<file path="src/rtl/mmio_pkg.sv">
// mmio_pkg: shared constants for the MMIO device bus.
//   - controller state encodings (kept as 2-bit constants for legacy decode)
//   - MMIO address map anchors (upper half, UART window)
//   - default BUSY timeout and counter width
package mmio_pkg;

    localparam logic [1:0] MMIO_IDLE = 2'b00;
    localparam logic [1:0] MMIO_BUSY = 2'b01;
    localparam logic [1:0] MMIO_DONE = 2'b10;

    localparam logic [15:0] MMIO_BASE_HI   = 16'hFFFF;
    localparam logic [31:0] MMIO_UART_BASE = 32'hFFFF0120;
    localparam int          MMIO_UART_SIZE = 32;

    localparam int MMIO_TIMEOUT_DEF = 255;
    localparam int MMIO_CNT_W       = 8;

endpackage

</file>
<file path="src/rtl/mmio_rdata_mux.sv">
// mmio_rdata_mux: combinational response gather for the MMIO bus.
//   dev_work    in  N_DEV     per-slave claim
//   dev_done    in  N_DEV     per-slave done pulse
//   dev_rdata   in  32*N_DEV  per-slave read data, slave i at [32i+31:32i]
//   rdata       out 32        OR of the words whose done bit is set
//   no_claim    out 1         no slave claims the address
//   multi_claim out 1         more than one slave claims the address
module mmio_rdata_mux #(
    parameter int N_DEV = 4
) (
    input  logic [N_DEV-1:0]    dev_work,
    input  logic [N_DEV-1:0]    dev_done,
    input  logic [32*N_DEV-1:0] dev_rdata,
    output logic [31:0]         rdata,
    output logic                no_claim,
    output logic                multi_claim
);

    always_comb begin
        rdata = '0;
        for (int i = 0; i < N_DEV; i++) begin
            rdata = rdata | (dev_rdata[32*i +: 32] & {32{dev_done[i]}});
        end
    end

    assign no_claim    = ~|dev_work;
    // Clearing the lowest set bit leaves something only if two or more were set.
    assign multi_claim = |(dev_work & (dev_work - N_DEV'(1)));

endmodule

</file>
<file path="src/rtl/mmio_bus_ctrl.sv">
// mmio_bus_ctrl: upstream master of the MMIO device bus.
// Accepts one CPU word access at a time, broadcasts it to all slaves, stalls
// the CPU until the single claiming slave pulses done, and returns read data
// or a bus error (no claim / multiple claims / optional timeout).
// Optional feature macro: MMIO_TIMEOUT_EN (BUSY abort after TIMEOUT cycles).
//   sys_clk, rst_n (async, active-low)
//   cpu_req/cpu_we/cpu_addr/cpu_wdata        in   CPU access request
//   cpu_stall                                out  pipeline stall (combinational)
//   cpu_resp_valid/cpu_rdata/cpu_err         out  one-cycle response
//   mmio_read/mmio_write/mmio_addr/mmio_write_data  out  broadcast bus
//   dev_work/dev_done/dev_rdata              in   per-slave claim, done, data
module mmio_bus_ctrl
    import mmio_pkg::*;
#(
    parameter int N_DEV   = 4,
    parameter int TIMEOUT = MMIO_TIMEOUT_DEF
) (
    input  logic                sys_clk,
    input  logic                rst_n,
    input  logic                cpu_req,
    input  logic                cpu_we,
    input  logic [31:0]         cpu_addr,
    input  logic [31:0]         cpu_wdata,
    output logic                cpu_stall,
    output logic                cpu_resp_valid,
    output logic [31:0]         cpu_rdata,
    output logic                cpu_err,
    output logic                mmio_read,
    output logic                mmio_write,
    output logic [31:0]         mmio_addr,
    output logic [31:0]         mmio_write_data,
    input  logic [N_DEV-1:0]    dev_work,
    input  logic [N_DEV-1:0]    dev_done,
    input  logic [32*N_DEV-1:0] dev_rdata
);

    logic [1:0]  state;
    logic [31:0] mux_rdata;
    logic        no_claim;
    logic        multi_claim;
    logic        timed_out;

    mmio_rdata_mux #(.N_DEV(N_DEV)) u_rdata_mux (
        .dev_work    (dev_work),
        .dev_done    (dev_done),
        .dev_rdata   (dev_rdata),
        .rdata       (mux_rdata),
        .no_claim    (no_claim),
        .multi_claim (multi_claim)
    );

`ifdef MMIO_TIMEOUT_EN
    localparam logic [MMIO_CNT_W-1:0] TO_LIM = MMIO_CNT_W'(TIMEOUT);
    logic [MMIO_CNT_W-1:0] cnt;

    // Held at zero while idle so every access starts counting from 0.
    always_ff @(posedge sys_clk or negedge rst_n) begin
        if (!rst_n)                 cnt <= '0;
        else if (state == MMIO_BUSY) cnt <= cnt + MMIO_CNT_W'(1);
        else                        cnt <= '0;
    end

    assign timed_out = (cnt == TO_LIM);
`else
    assign timed_out = 1'b0;
`endif

    always_ff @(posedge sys_clk or negedge rst_n) begin
        if (!rst_n) begin
            state           <= MMIO_IDLE;
            mmio_read       <= 1'b0;
            mmio_write      <= 1'b0;
            mmio_addr       <= '0;
            mmio_write_data <= '0;
            cpu_resp_valid  <= 1'b0;
            cpu_err         <= 1'b0;
            cpu_rdata       <= '0;
        end else begin
            case (state)
                MMIO_IDLE: begin
                    if (cpu_req) begin
                        mmio_addr       <= cpu_addr;
                        mmio_write_data <= cpu_wdata;
                        mmio_read       <= !cpu_we;
                        mmio_write      <= cpu_we;
                        state           <= MMIO_BUSY;
                    end
                end
                MMIO_BUSY: begin
                    // Decode check outranks done: a done from a non-claiming
                    // slave must not be taken as a valid response.
                    if (no_claim || multi_claim || (dev_done == '0 && timed_out)) begin
                        cpu_rdata      <= '0;
                        cpu_err        <= 1'b1;
                        cpu_resp_valid <= 1'b1;
                        mmio_read      <= 1'b0;
                        mmio_write     <= 1'b0;
                        state          <= MMIO_DONE;
                    end else if (|dev_done) begin
                        cpu_rdata      <= mux_rdata;
                        cpu_err        <= 1'b0;
                        cpu_resp_valid <= 1'b1;
                        mmio_read      <= 1'b0;
                        mmio_write     <= 1'b0;
                        state          <= MMIO_DONE;
                    end
                end
                MMIO_DONE: begin
                    cpu_resp_valid <= 1'b0;
                    cpu_err        <= 1'b0;
                    state          <= MMIO_IDLE;
                end
                default: state <= MMIO_IDLE;
            endcase
        end
    end

    assign cpu_stall = (state == MMIO_BUSY) || (state == MMIO_IDLE && cpu_req);

endmodule

</file>
<file path="config.mk">
export PLATFORM = sky130hd
export DESIGN_NAME = mmio_bus_ctrl
export DESIGN_NICKNAME = d
export VERILOG_FILES = /design/src/rtl/mmio_pkg.sv /design/src/rtl/mmio_rdata_mux.sv /design/src/rtl/mmio_bus_ctrl.sv
export SDC_FILE = /design/constraint.sdc
export NUM_CORES = 1
export LEC_CHECK = 0
export CAP_MARGIN = 20
export CORE_MARGIN = 5
export CORE_UTILIZATION = 39
export DETAILED_ROUTE_END_ITERATION = 8
export HOLD_SLACK_MARGIN = 0.06
export MAX_ROUTING_LAYER = met4
export PLACE_DENSITY = 0.89
export SLEW_MARGIN = 10
export SYNTH_ARGS = -nofsm -noshare
export SYNTH_HDL_FRONTEND = slang
export SYNTH_SLANG_ARGS = --single-unit
</file>
<file path="constraint.sdc">
create_clock -name sys_clk -period 2.66 [get_ports sys_clk]
set_input_delay 0.266 -clock sys_clk [delete_from_list [all_inputs] [get_ports sys_clk]]
set_output_delay 0.266 -clock sys_clk [all_outputs]
set_load 0.02 [all_outputs]
</file>
==> metrics.md, run 1 <==
| Metric | Value |
|---|---|
| Status | `finished, final reports clean` |
| Die area | `0.0139 mm2` |
| DR WL/cell | `19.8 um` |
| First-pass GRT wire length | `24.5 mm` |
| Clock root cell | `clkbuf_16` |
| Via density | `5.26` |
| Syn avg cell area | `12.6 um2` |
| Mapped cell area | `0.00455 mm2` |
| IO Pins | `305` |
| Antenna cells | `0` |
| Clock Skews | `0.0104 ns` |
| Vias in the first global route | `4709` |
| Critical path type | `reg2reg` |
| Synth Net Count | `564` |
| Largest area contributor in the netlist | `dfrtp_1` |
| Reg clk slew, reported paths | `0.07 ns` |
| Worst Setup SP | `state[0]` |
| #FFs+latches synth | `102` |
| Total Wirelength | `around 16 mm` |
| PwrDens | `approximately 730 mW/mm2` |
| RD Place Congestion | `0.820` |
| Crit path max-delay family | `simple AND/OR/NAND/NOR gates` |
| Starting density of the core | `0.399` |
| Skew-Pair Late Insertion Delay | `around 0.33 ns` |
| CTS max path bufs | `2` |
| Yosys warns | `0` |
| Crit path time final | `1.94 ns` |
| Crit path max fanout | `32` |
| Worst VDD drop | `0.000498 V` |
| Top_reg_cell synth | `dfrtp_1` |
| DR iter-0 viols | `266` |
| Die Ht | `118 um` |
| Final Max Tran Viols | `0` |
| DP HPWL | `12.8 mm` |
| F_max | `515 MHz` |
| Slew HR | `0.531` |
| Final Setup Violations | `0` |
| Startpoint types | `flip-flop` |
| Worst Hold Class | `in2async` |
| Synth top area share | `0.561` |
| Total GRT Usage | `0.225` |
| Total CTS buffers | `9` |
| Place WS | `~0.069 ns` |
| Initial antenna violation count | `0` |
| Final setup margin | `0.718 ns` |
| Leakage | `3.31 nW` |
| Post-Synthesis Cells | `360` |
| CP cell instances | `nor2b_1, nand2_1, nor2_4, a22o_1` |
| RR Startpoint | `state[0]` |
| Largest net degree at the start of global routing | `55` |
| GRT overflow | `0` |
| Biggest cell delay along the critical path | `0.56 ns` |
| H-tree depth | `3` |
| Die width | `118 um` |
| # port buffers | `304` |
| Setup tns final | `0 ns` |
| Worst path arrival time | `2.20 ns` |
| Post-synth EDFFs | `0` |
| Antenna Nets Post-Route | `0` |
| FP Rows | `39` |
| Number of gates resized after cts | `0` |
| Post-synth cell types | `28` |
| Worst setup EP type | `flip-flop` |
| FILL cells | `821` |
| Clk sinks | `102` |
| Worst Path Required | `2.92 ns` |
| Nets | `roughly 860` |
| Worst path bufs/invs | `0` |
| Drc violations | `0` |
| Vias post-DR | `between 4000 and 5000` |
| Setup repair after global routing missed its margin | `no` |
| Floorplan Core Area | `about 0.011 mm2` |
| Ranking of synthesized cells by area | `dfrtp_1 56%, mux2_2 16%, a22oi_1 11%, a22o_1 6.2%, nand2_1 3.0%` |
| Seq/Total Area, Yosys | `0.561` |
| Synth-to-Final Area Change | `75.8%` |
| Worst slew pin tran | `0.702 ns` |
| Period utilization | `0.730` |
| Drt first pass iters | `5` |
| Slowest cell on crit path | `nor2_4` |
| Asr flop ratio synth | `1.00` |
| Hold Vio Cnt, Final | `0` |
| TritonCTS clock tree | `yes` |
| Share of cells above drive strength 1 | `0.147` |
| Max Cap Viol | `0` |
## Yosys cell counts, types with 4 or more instances
library cell / number
a22o_1: 32
nor2_1: 6
a22oi_1: 65
dfrtp_1: 102
clkbuf_1: 16
buf_6: 7
nand2_1: 36
inv_1: 4
buf_2: 7
mux2_2: 64
## layout make-up
type,instances,area (um2),area share
inverter,4,15.0,0.00188
tap,143,179,0.0224
multi-input combinational,223,1820,0.227
sequential,102,2550,0.319
clock buffer,11,243,0.0303
timing repair buffer,315,3150,0.394
clock inverter,5,43.8,0.00547
## cell families after synthesis
| family | synth area share |
|---|---|
| DFF | 0.561 |
| buffers and inverters | 0.0426 |
| xor gates and xnor gates | 0.00192 |
| muxes | 0.158 |
| AOI/OAI and AO/OA | 0.189 |
| and+or+nand+nor | 0.0478 |
## through the flow
step / utilization / area (um2) / instances / hold slack, ns / power (mW)
4_1_cts: 0.700 / 8000 / 803 / 0.507 / 5.90
5_1_grt: 0.701 / 8000 / 803 / 0.513 / 6.10
6_report: 0.701 / 8000 / 803 / 0.486 / 5.83
3_3_place_gp: 0.674 / 7700 / 786 / 0.310 / 4.55
3_5_place_dp: 0.674 / 7700 / 786 / 0.326 / 4.64
2_1_floorplan: - / 4550 / 360 / -0.0296 / 3.27
## cells in the final DEF, fill, tap and decap left out, types with 2 or more instances in the layout
cell             synthesis  final
dfrtp_1                102    102
clkdlybuf4s50_1          0    303
a22o_1                  32     32
o21ai_0                  2      2
nand2_1                 36     36
a22oi_1                 65     65
buf_4                    0      9
nor2_1                   6      5
clkinvlp_4               0      2
nor4b_1                  2      2
clkbuf_16                0      9
nor2_4                   0      2
mux2_2                  64     64
nor2b_1                  2      2
clkinv_4                 0      2
buf_12                   0      2
inv_1                    4      4
## timing repair
item                      4_1_cts  5_1_grt
hold endpoints to repair       48        0
setup buffers                   0        0
hold buffers                    1        0
## registers in the layout (all words and copies together) (netlist names)
register         cells
cpu_err              1
mmio_write           1
cpu_rdata           32
mmio_addr           32
cpu_resp_valid       1
mmio_write_data     32
mmio_read            1
state                2
## worst reg2reg max path, cell delays in order, from the launching register on
cell and delay, ns:
dfrtp_1 0.51, nor2b_1 0.39, nand2_1 0.16, nor2_4 0.56, a22o_1 0.26
## per-layer routing
metal,wire [um],track usage,up-vias
met1,6080,0.257,2005
met3,1220,0.0553,32
met5,0,-,-
met2,8190,0.388,251
met4,390,0.0703,0
li1,-,-,1937
## path summary, 6_finish.rpt
path	to	slack, ns	depth (start not counted)
max	cpu_rdata[17]	0.72	4
min	mmio_addr[0]	0.49	2
max reg2reg	cpu_rdata[17]	0.72	4
min reg2reg	cpu_rdata[24]	0.50	1
max in group asynchronous	mmio_addr[11]	1.43	3
min in group sys_clk	cpu_rdata[24]	0.50	1
## report_power, final
group	switching, mW	total [mW]	internal (mW)	leakage [nW]
sequential	0.240	2.19	1.95	1.25
clock	0.568	1.24	0.671	0.134
combinational	1.08	2.40	1.32	1.92
total	1.89	5.83	3.94	3.31
Power figures use the tool's default switching activity.
==> run 2: changes to the inputs <==
--- a/config.mk
+++ b/config.mk
@@ -7,11 +7,11 @@
 export LEC_CHECK = 0
 export CAP_MARGIN = 20
 export CORE_MARGIN = 5
-export CORE_UTILIZATION = 39
+export CORE_UTILIZATION = 36
 export DETAILED_ROUTE_END_ITERATION = 8
 export HOLD_SLACK_MARGIN = 0.06
 export MAX_ROUTING_LAYER = met4
-export PLACE_DENSITY = 0.89
+export PLACE_DENSITY = 0.83
 export SLEW_MARGIN = 10
 export SYNTH_ARGS = -nofsm -noshare
 export SYNTH_HDL_FRONTEND = slang
==> constraint.sdc (replaced) <==
create_clock -name sys_clk -period 1.95 [get_ports sys_clk]
set_input_delay 0.195 -clock sys_clk [delete_from_list [all_inputs] [get_ports sys_clk]]
set_output_delay 0.195 -clock sys_clk [all_outputs]
set_load 0.02 [all_outputs]
==> run 2 against run 1 <==
Sequential power rose by 37%; count of clock-buffer cells in the layout grew 3; die area grew 7.6%; combinational power is 37% higher; via count is 0.17% higher; sequential cell count is the same; clock power up 48%; critical path depth is 1 lower.
==> metrics.md, run 2 (synthesis gave the netlist of run 1 again) <==
| Metric | Value |
|---|---|
| RR Startpoint | `state[1] (was state[0])` |
| Drt first pass iters | `4 (was 5)` |
| Crit path max fanout | `9 (was 32)` |
| Via density | `5.06 (was 5.26)` |
| Vias post-DR | `4232 (was 4225)` |
| Total CTS buffers | `9 (unchanged)` |
| Largest net degree at the start of global routing | `57 (was 55)` |
| Clock Skews | `0.00645 ns (was 0.0104 ns)` |
| DR WL met2 | `8.34 mm (was 8.19 mm)` |
| Slowest cell on crit path | `clkdlybuf4s50_1 (was nor2_4)` |
| Final std cells w/o fill | `836 (was 803)` |
| Die width | `122 um (was 118 um)` |
| Share of cells above drive strength 1 | `0.151 (was 0.147)` |
| Initial antenna violation count | `1 (was 0)` |
| Cell repeated most along the worst path | `nor2_1` |
| Drc violations | `0 (unchanged)` |
| H-tree depth | `3 (unchanged)` |
| Worst VDD drop | `0.000438 V (was 0.000498 V)` |
| Post-CTS Setup Bufs | `0 (unchanged)` |
| Starting density of the core | `0.364 (was 0.399)` |
| F_max | `558 MHz` |
| Period utilization | `0.918` |
| Die area | `0.0150 mm2 (was 0.0139 mm2)` |
| Total Wirelength | `16.1 mm (was 15.9 mm)` |
| Worst setup EP type | `primary output (was flip-flop)` |
| DR WL/cell | `19.2 um (was 19.8 um)` |
| Most common library cell in the layout ignoring fill and taps | `clkdlybuf4s50_1 (unchanged)` |
| Vias in the first global route | `4824 (was 4709)` |
| Clock Power Share | `0.226 (was 0.212)` |
| DP HPWL | `13.0 mm (was 12.8 mm)` |
| IO Pins | `305 (unchanged)` |
| Worst slew pin tran | `0.466 ns (was 0.702 ns)` |
| Worst path bufs/invs | `1 (was 0)` |
| Nets | `862 (was 859)` |
| RD Place Congestion | `0.897 (was 0.820)` |
| Max Used Layer | `met4 (unchanged)` |
| Slew HR | `0.689 (was 0.531)` |
| Die Ht | `122 um (was 118 um)` |
| Max Cap Viol | `0 (unchanged)` |
| Synth-to-Final Area Change | `78.2% (was 75.8%)` |
| WL met3 | `1.27 mm (was 1.22 mm)` |
| Leakage | `3.35 nW (was 3.31 nW)` |
| Worst Path Required | `1.75 ns (was 2.92 ns)` |
| GRT overflow | `0 (unchanged)` |
| Combinational share of power | `0.405 (was 0.412)` |
| Floorplan Core Area | `0.0125 mm2 (was 0.0114 mm2)` |
| Commonest non-fill, non-tap cells in the layout | `303 x clkdlybuf4s50_1, 101 x dfrtp_1, 65 x a22oi_1 (was 303 x clkdlybuf4s50_1, 102 x dfrtp_1, 65 x a22oi_1)` |
| Pint | `5.59 mW (was 3.94 mW)` |
| Reg clk slew, reported paths | `0.07 ns (about the same)` |
| Worst Hold Class | `in2async (unchanged)` |
| Setup repair after global routing missed its margin | `no (unchanged)` |
| Worst path arrival time | `1.60 ns (was 2.20 ns)` |
| Crit path max-delay family | `buffers and inverters (was simple AND/OR/NAND/NOR gates)` |
| Flop pwr share | `0.369 (was 0.375)` |
| R2R cell count | `4 (unchanged)` |
| PwrDens | `1000 mW/mm2 (was 729 mW/mm2)` |
| Final setup margin | `0.159 ns (was 0.718 ns)` |
| First-pass GRT wire length | `24.2 mm (was 24.5 mm)` |
| Biggest cell delay along the critical path | `0.63 ns (was 0.56 ns)` |
| Clk sinks | `102 (unchanged)` |
| Status | `finished, final reports clean (unchanged)` |
| Crit path time final | `1.79 ns` |
| Final Max Tran Viols | `0 (unchanged)` |
| Net switching power | `2.53 mW (was 1.89 mW)` |
| R2R setup slack | `0.30 ns (was 0.72 ns)` |
| Reg2reg end | `mmio_addr[24] (was cpu_rdata[17])` |
| Switching share of power | `0.312 (was 0.324)` |
| Biggest regs | `cpu_rdata: 32 flops, mmio_addr: 32 flops, mmio_write_data: 32 flops (unchanged)` |
| Place WS | `-0.0158 ns (was 0.0693 ns)` |
| CTS max path bufs | `2 (unchanged)` |
| Placed cells | `818 (was 786)` |
| DR iter-0 viols | `249 (was 266)` |
| # port buffers | `304 (unchanged)` |
| Hold Vio Cnt, Final | `0 (unchanged)` |
| TritonCTS clock tree | `yes (unchanged)` |
| Startpoint types | `flip-flop (unchanged)` |
| Final Setup Violations | `0 (unchanged)` |
| CP cell instances | `nor2_1, nor2_1, clkdlybuf4s50_1 (was nor2b_1, nand2_1, nor2_4, a22o_1)` |
| Met1 Routed Length | `6.01 mm (was 6.08 mm)` |
| Antenna Nets Post-Route | `0 (unchanged)` |
| FP Rows | `41 (was 39)` |
| Total GRT Usage | `0.213 (was 0.225)` |
| Clock root cell | `clkbuf_16 (unchanged)` |
| Skew-Pair Late Insertion Delay | `0.33 ns (about the same)` |
| Critical path type | `reg2out (was reg2reg)` |
==> run 2: cell count changes in the layout (fill, tap and decap cells not counted), sizes merged <==
cell	before	now
clkinv	2	1
inv	5	4
diode	0	1
clkinvlp	2	0
buf	11	14
clkbuf	11	14
bufinv	0	1
==> run 2: how the worst max path moves through the flow <==
| stage | start | end | slack, ns | cells after the start |
|---|---|---|---|---|
| floorplan | dev_done[1] | cpu_rdata[24] | 0.39 | 7 |
| global placement | dev_work[3] | cpu_rdata[16] | 0.02 | 6 |
| detailed placement | dev_work[3] | cpu_rdata[22] | -0.02 | 6 |
| CTS | state[0] | cpu_stall | 0.06 | 3 |
| global route | state[0] | cpu_stall | 0.07 | 3 |
| finish | state[0] | cpu_stall | 0.16 | 3 |
==> run 2: power by group through the flow <==
stage / Combinational [mW] / Sequential, mW / Clock (mW)
after global placement: 3.24 / 2.98 / 0
after CTS: 3.33 / 3.00 / 1.87
after detailed placement: 3.32 / 3.02 / 0
after floorplan: 0.821 / 3.64 / 0
after global routing: 3.47 / 3.07 / 1.97
final: 3.29 / 3.00 / 1.84
==> run 2: area by class of cell <==
type                    instances  area, um2
clock inverters                 2       38.8
well taps                     172        215
repair buffers                318       3200
diodes                          1       2.50
flip-flops and latches        102       2550
clock buffers                  14        274
fillers                       987       4410
multi-input cells             223       1810
inverters                       4       15.0
==> run 2: metrics by stage <==
stage | TNS [ns] | power (mW) | utilization | area (um2) | hold WS (ns)
after global routing | 0 | 8.51 | 0.648 | 8110 | 0.364
after CTS | 0 | 8.20 | 0.648 | 8110 | 0.340
after detailed placement | -0.217 | 6.35 | 0.622 | 7780 | 0.138
after global placement | 0 | 6.23 | 0.622 | 7780 | 0.130
final | 0 | 8.12 | 0.648 | 8110 | 0.341
after floorplan | 0 | 4.46 | - | 4550 | -0.101
==> run 2: layer usage <==
layer  GRT usage  vias up
met4      0.0924        0
met1       0.233     2040
met5           -        -
li1            -     1940
met2       0.375      221
met3      0.0424       31
==> run 2: worst reg2reg max path, delay by kind of cell (launching register included) <==
| family | cells | cell delay [ns] |
|---|---|---|
| flops | 1 | 0.45 |
| mux | 1 | 0.41 |
| buf+inv | 1 | 0.27 |
| simple gates | 2 | 0.39 |
==> run 2: timing repair <==
| action | 4_1_cts | 5_1_grt |
|---|---|---|
| endpoints found under the setup margin | 0 | 1 |
| gates resized for setup | 0 | 1 |
| hold buffers | 1 | 0 |
| hold endpoints to repair | 26 | 0 |
==> run 3: changes to the inputs <==
--- a/config.mk
+++ b/config.mk
@@ -5,14 +5,15 @@
 export SDC_FILE = /design/constraint.sdc
 export NUM_CORES = 1
 export LEC_CHECK = 0
+export ABC_AREA = 1
 export CAP_MARGIN = 20
 export CORE_MARGIN = 5
-export CORE_UTILIZATION = 36
+export CORE_UTILIZATION = 37
 export DETAILED_ROUTE_END_ITERATION = 8
 export HOLD_SLACK_MARGIN = 0.06
 export MAX_ROUTING_LAYER = met4
 export PLACE_DENSITY = 0.83
-export SLEW_MARGIN = 10
+export SKIP_LAST_GASP = 1
 export SYNTH_ARGS = -nofsm -noshare
 export SYNTH_HDL_FRONTEND = slang
 export SYNTH_SLANG_ARGS = --single-unit
==> run 3 against run 2 <==
Critical path depth increased by 3; total power increased by 5.1%; sequential power about the same; worst setup slack improved by 0.22 ns; design area increased by 3.9%; area after synthesis increased by 6.3%; combinational power increased by 7.0%; largest cell class unchanged.
==> metrics.md, run 3 <==
| Metric | Value |
|---|---|
| Antenna Nets Post-Route | `0 (unchanged)` |
| Biggest regs | `cpu_rdata: 32 flops, mmio_addr: 32 flops, mmio_write_data: 32 flops (unchanged)` |
| Antenna cells | `0 (was 1)` |
| CTS max path bufs | `2 (unchanged)` |
| Total CTS buffers | `9 (unchanged)` |
| Worst Hold Class | `in2async (unchanged)` |
| Worst VDD drop | `0.000873 V (was 0.000438 V)` |
| Top_reg_cell synth | `dfrtp_1 (unchanged)` |
| Post-synth EDFFs | `0 (unchanged)` |
| Initial antenna violation count | `0 (was 1)` |
| IO Pins | `305 (unchanged)` |
| Top-count cell post-synth | `nand2_1 (was dfrtp_1)` |
| Cell Area, Placed | `0.00808 mm2 (was 0.00778 mm2)` |
| Startpoint types | `flip-flop (unchanged)` |
| GRT overflow | `0 (unchanged)` |
| Clk sinks | `102 (unchanged)` |
| Period utilization | `0.803 (was 0.918)` |
| Crit path time final | `1.57 ns (was 1.79 ns)` |
| Most common library cell in the layout ignoring fill and taps | `nand2_1 (was clkdlybuf4s50_1)` |
| Synth Net Count | `869 (was 564)` |
| Commonest non-fill, non-tap cells in the layout | `405 x nand2_1, 302 x clkdlybuf4s50_1, 102 x dfrtp_1 (was 303 x clkdlybuf4s50_1, 101 x dfrtp_1, 65 x a22oi_1)` |
| Syn avg cell area | `7.28 um2 (was 12.6 um2)` |
| # port buffers | `304 (unchanged)` |
| Largest net degree at the start of global routing | `65 (was 57)` |
| Vias post-DR | `5209 (was 4232)` |
| Reg clk slew, reported paths | `0.07 ns (about the same)` |
| Post-synth cell types | `18 (was 28)` |
| Worst slew pin tran | `0.405 ns (was 0.466 ns)` |
| R2R setup slack | `0.38 ns (was 0.30 ns)` |
| Clock Skews | `0.00715 ns (was 0.00645 ns)` |
| Hold Vio Cnt, Final | `0 (unchanged)` |
| Drt first pass iters | `4 (unchanged)` |
| Hold Slack | `0.318 ns (was 0.341 ns)` |
| Synth-to-Final Area Change | `74.1% (was 78.2%)` |
| Seq/Total Area, Yosys | `0.527 (was 0.561)` |
| Die area | `0.0155 mm2 (was 0.0150 mm2)` |
| TritonCTS clock tree | `yes (unchanged)` |
| Setup repair after global routing missed its margin | `no (unchanged)` |
| Final Core Density | `0.662 (was 0.648)` |
| CP cell instances | `inv_2, nand3_2, buf_4, buf_4, nand2_1, nand2_1 (was nor2_1, nor2_1, clkdlybuf4s50_1)` |
| Slowest cell on crit path | `dfrtp_1 (was clkdlybuf4s50_1)` |
| Vias in the first global route | `5147 (was 4824)` |
| H-tree depth | `3 (unchanged)` |
| Starting density of the core | `0.380 (was 0.364)` |
| FP Rows | `41 (unchanged)` |
| DR iter-0 viols | `470 (was 249)` |
| Crit path max-delay family | `buffers and inverters (unchanged)` |
| First-pass GRT wire length | `27.6 mm (was 24.2 mm)` |
| Final Setup Violations | `0 (unchanged)` |
| Crit path max fanout | `39 (was 9)` |
| #FFs+latches synth | `102 (unchanged)` |
| Max Cap Viol | `0 (unchanged)` |
| Leakage | `4.11 nW (was 3.35 nW)` |
| Die width | `124 um (was 122 um)` |
| Nets | `1160 (was 862)` |
| PwrDens | `1010 mW/mm2 (was 1000 mW/mm2)` |
| Critical path type | `reg2reg (was reg2out)` |
| Ranking of synthesized cells by area | `dfrtp_1 53%, nand2_1 31%, nand3_1 3.5%, a21oi_1 3.3%, nor2_1 2.6% (was dfrtp_1 56%, mux2_2 16%, a22oi_1 11%, a22o_1 6.2%, nand2_1 3.0%)` |
| Total GRT Usage | `0.226 (was 0.213)` |
| Skew-Pair Late Insertion Delay | `0.33 ns (about the same)` |
| Synth top cells by count | `405 x nand2_1, 102 x dfrtp_1, 34 x nand3_1, 34 x nor2_1, 32 x a21oi_1 (was 102 x dfrtp_1, 65 x a22oi_1, 64 x mux2_2)` |
| DP HPWL | `13.7 mm (was 13.0 mm)` |
| Yosys warns | `0 (unchanged)` |
| Worst path bufs/invs | `3 (was 1)` |
| Clock root cell | `clkbuf_16 (unchanged)` |
| Floorplan Core Area | `0.0127 mm2 (was 0.0125 mm2)` |
| Critical path depth in cells | `6 (was 3)` |
| Total Wirelength | `17.7 mm (was 16.1 mm)` |
| Worst setup EP type | `flip-flop (was primary output)` |
| Fin area | `0.00843 mm2 (was 0.00811 mm2)` |
| Worst Path Required | `2.22 ns (was 1.75 ns)` |
| Mapped cell area | `0.00484 mm2 (was 0.00455 mm2)` |
| Final Max Tran Viols | `0 (unchanged)` |
| Post-Synthesis Cells | `665 (was 360)` |
| Setup tns final | `0 ns (unchanged)` |
| Worst path arrival time | `1.84 ns (was 1.60 ns)` |
| Synth top area share | `0.527 (was 0.561)` |
| DR WL/cell | `15.7 um (was 19.2 um)` |
| Slew HR | `0.730 (was 0.689)` |
| RD Place Congestion | `0.898 (was 0.897)` |
| Asr flop ratio synth | `1.00 (unchanged)` |
| Via density | `4.60 (was 5.06)` |
| Biggest cell delay along the critical path | `0.40 ns (was 0.63 ns)` |
| R2R cell count | `6 (was 4)` |
| F_max | `639 MHz (was 558 MHz)` |
| Die Ht | `124 um (was 122 um)` |
| Share of cells above drive strength 1 | `0.0427 (was 0.151)` |
| Drc violations | `0 (unchanged)` |
| Largest area contributor in the netlist | `dfrtp_1 (unchanged)` |
| Status | `finished, final reports clean (unchanged)` |
run 3: changes by cell type in the layout (fill, tap and decap cells not counted), moves of 3 or more:
cell	delta
a21oi_1	+31
a22o_1	-32
a22oi_1	-65
buf_12	+3
buf_4	-3
clkbuf_8	-3
inv_2	+7
mux2_2	-64
nand2_1	+369
nand3_1	+33
nor2_1	+29
run 3: cell type report:
cell class                 instances  area (um2)
clock buffer                       9         225
fill                            1124        4290
multi-input combinational        512        2030
sequential                       102        2550
timing repair buffer             318        3240
tap                              172         215
clock inverter                     6         111
inverter                          13        51.3
run 3: per-layer routing:
metal | vias to the layer above | part of all wire | global-route usage
met5 | - | 0 | -
met4 | 0 | 0.014 | 0.0509
met1 | 2416 | 0.41 | 0.274
li1 | 2613 | - | -
met3 | 14 | 0.060 | 0.0476
met2 | 166 | 0.52 | 0.389
run 3: path summary, 6_finish.rpt:
check	start	to
setup / recovery	state[1]	mmio_write_data[22]
hold / removal	rst_n	cpu_rdata[25]
setup reg to reg	state[1]	mmio_write_data[22]
hold reg to reg	cpu_rdata[30]	cpu_rdata[30]
max in group asynchronous	rst_n	mmio_write_data[11]
min in group sys_clk	cpu_addr[28]	mmio_addr[28]
run 3: through the flow:
stage	total power, mW	worst slack (ns)	cells
final	8.53	0.384	1132
after global routing	8.99	0.268	1132
after CTS	8.64	0.00889	1132
after detailed placement	6.59	0.144	1116
after global placement	6.52	0.228	1116
after floorplan	4.59	0.646	665
run 3: kinds of logic (layout without fill, tap and decap cells):
| logic type | count (synthesis) | count (layout) | synth area share |
|---|---|---|---|
| DFF | 102 | 102 | 0.527 |
| AOI/OAI and AO/OA | 33 | 33 | 0.0341 |
| buffers and inverters | 51 | 346 | 0.0533 |
| and+or+nand+nor | 479 | 479 | 0.385 |
run 3: timing repair:
| item | 4_1_cts | 5_1_grt |
|---|---|---|
| resized for setup | 0 | 1 |
| endpoints found under the setup margin | 0 | 1 |
| endpoints found under the hold margin | 21 | 0 |
| hold buffers | 1 | 0 |
| setup buffers | 0 | 0 |
run 3: report_power, final:
group          switching [mW]  leakage (nW)  internal (mW)
Combinational            1.83          2.66           1.69
Sequential              0.318          1.28           2.69
Clock                   0.759         0.161           1.25
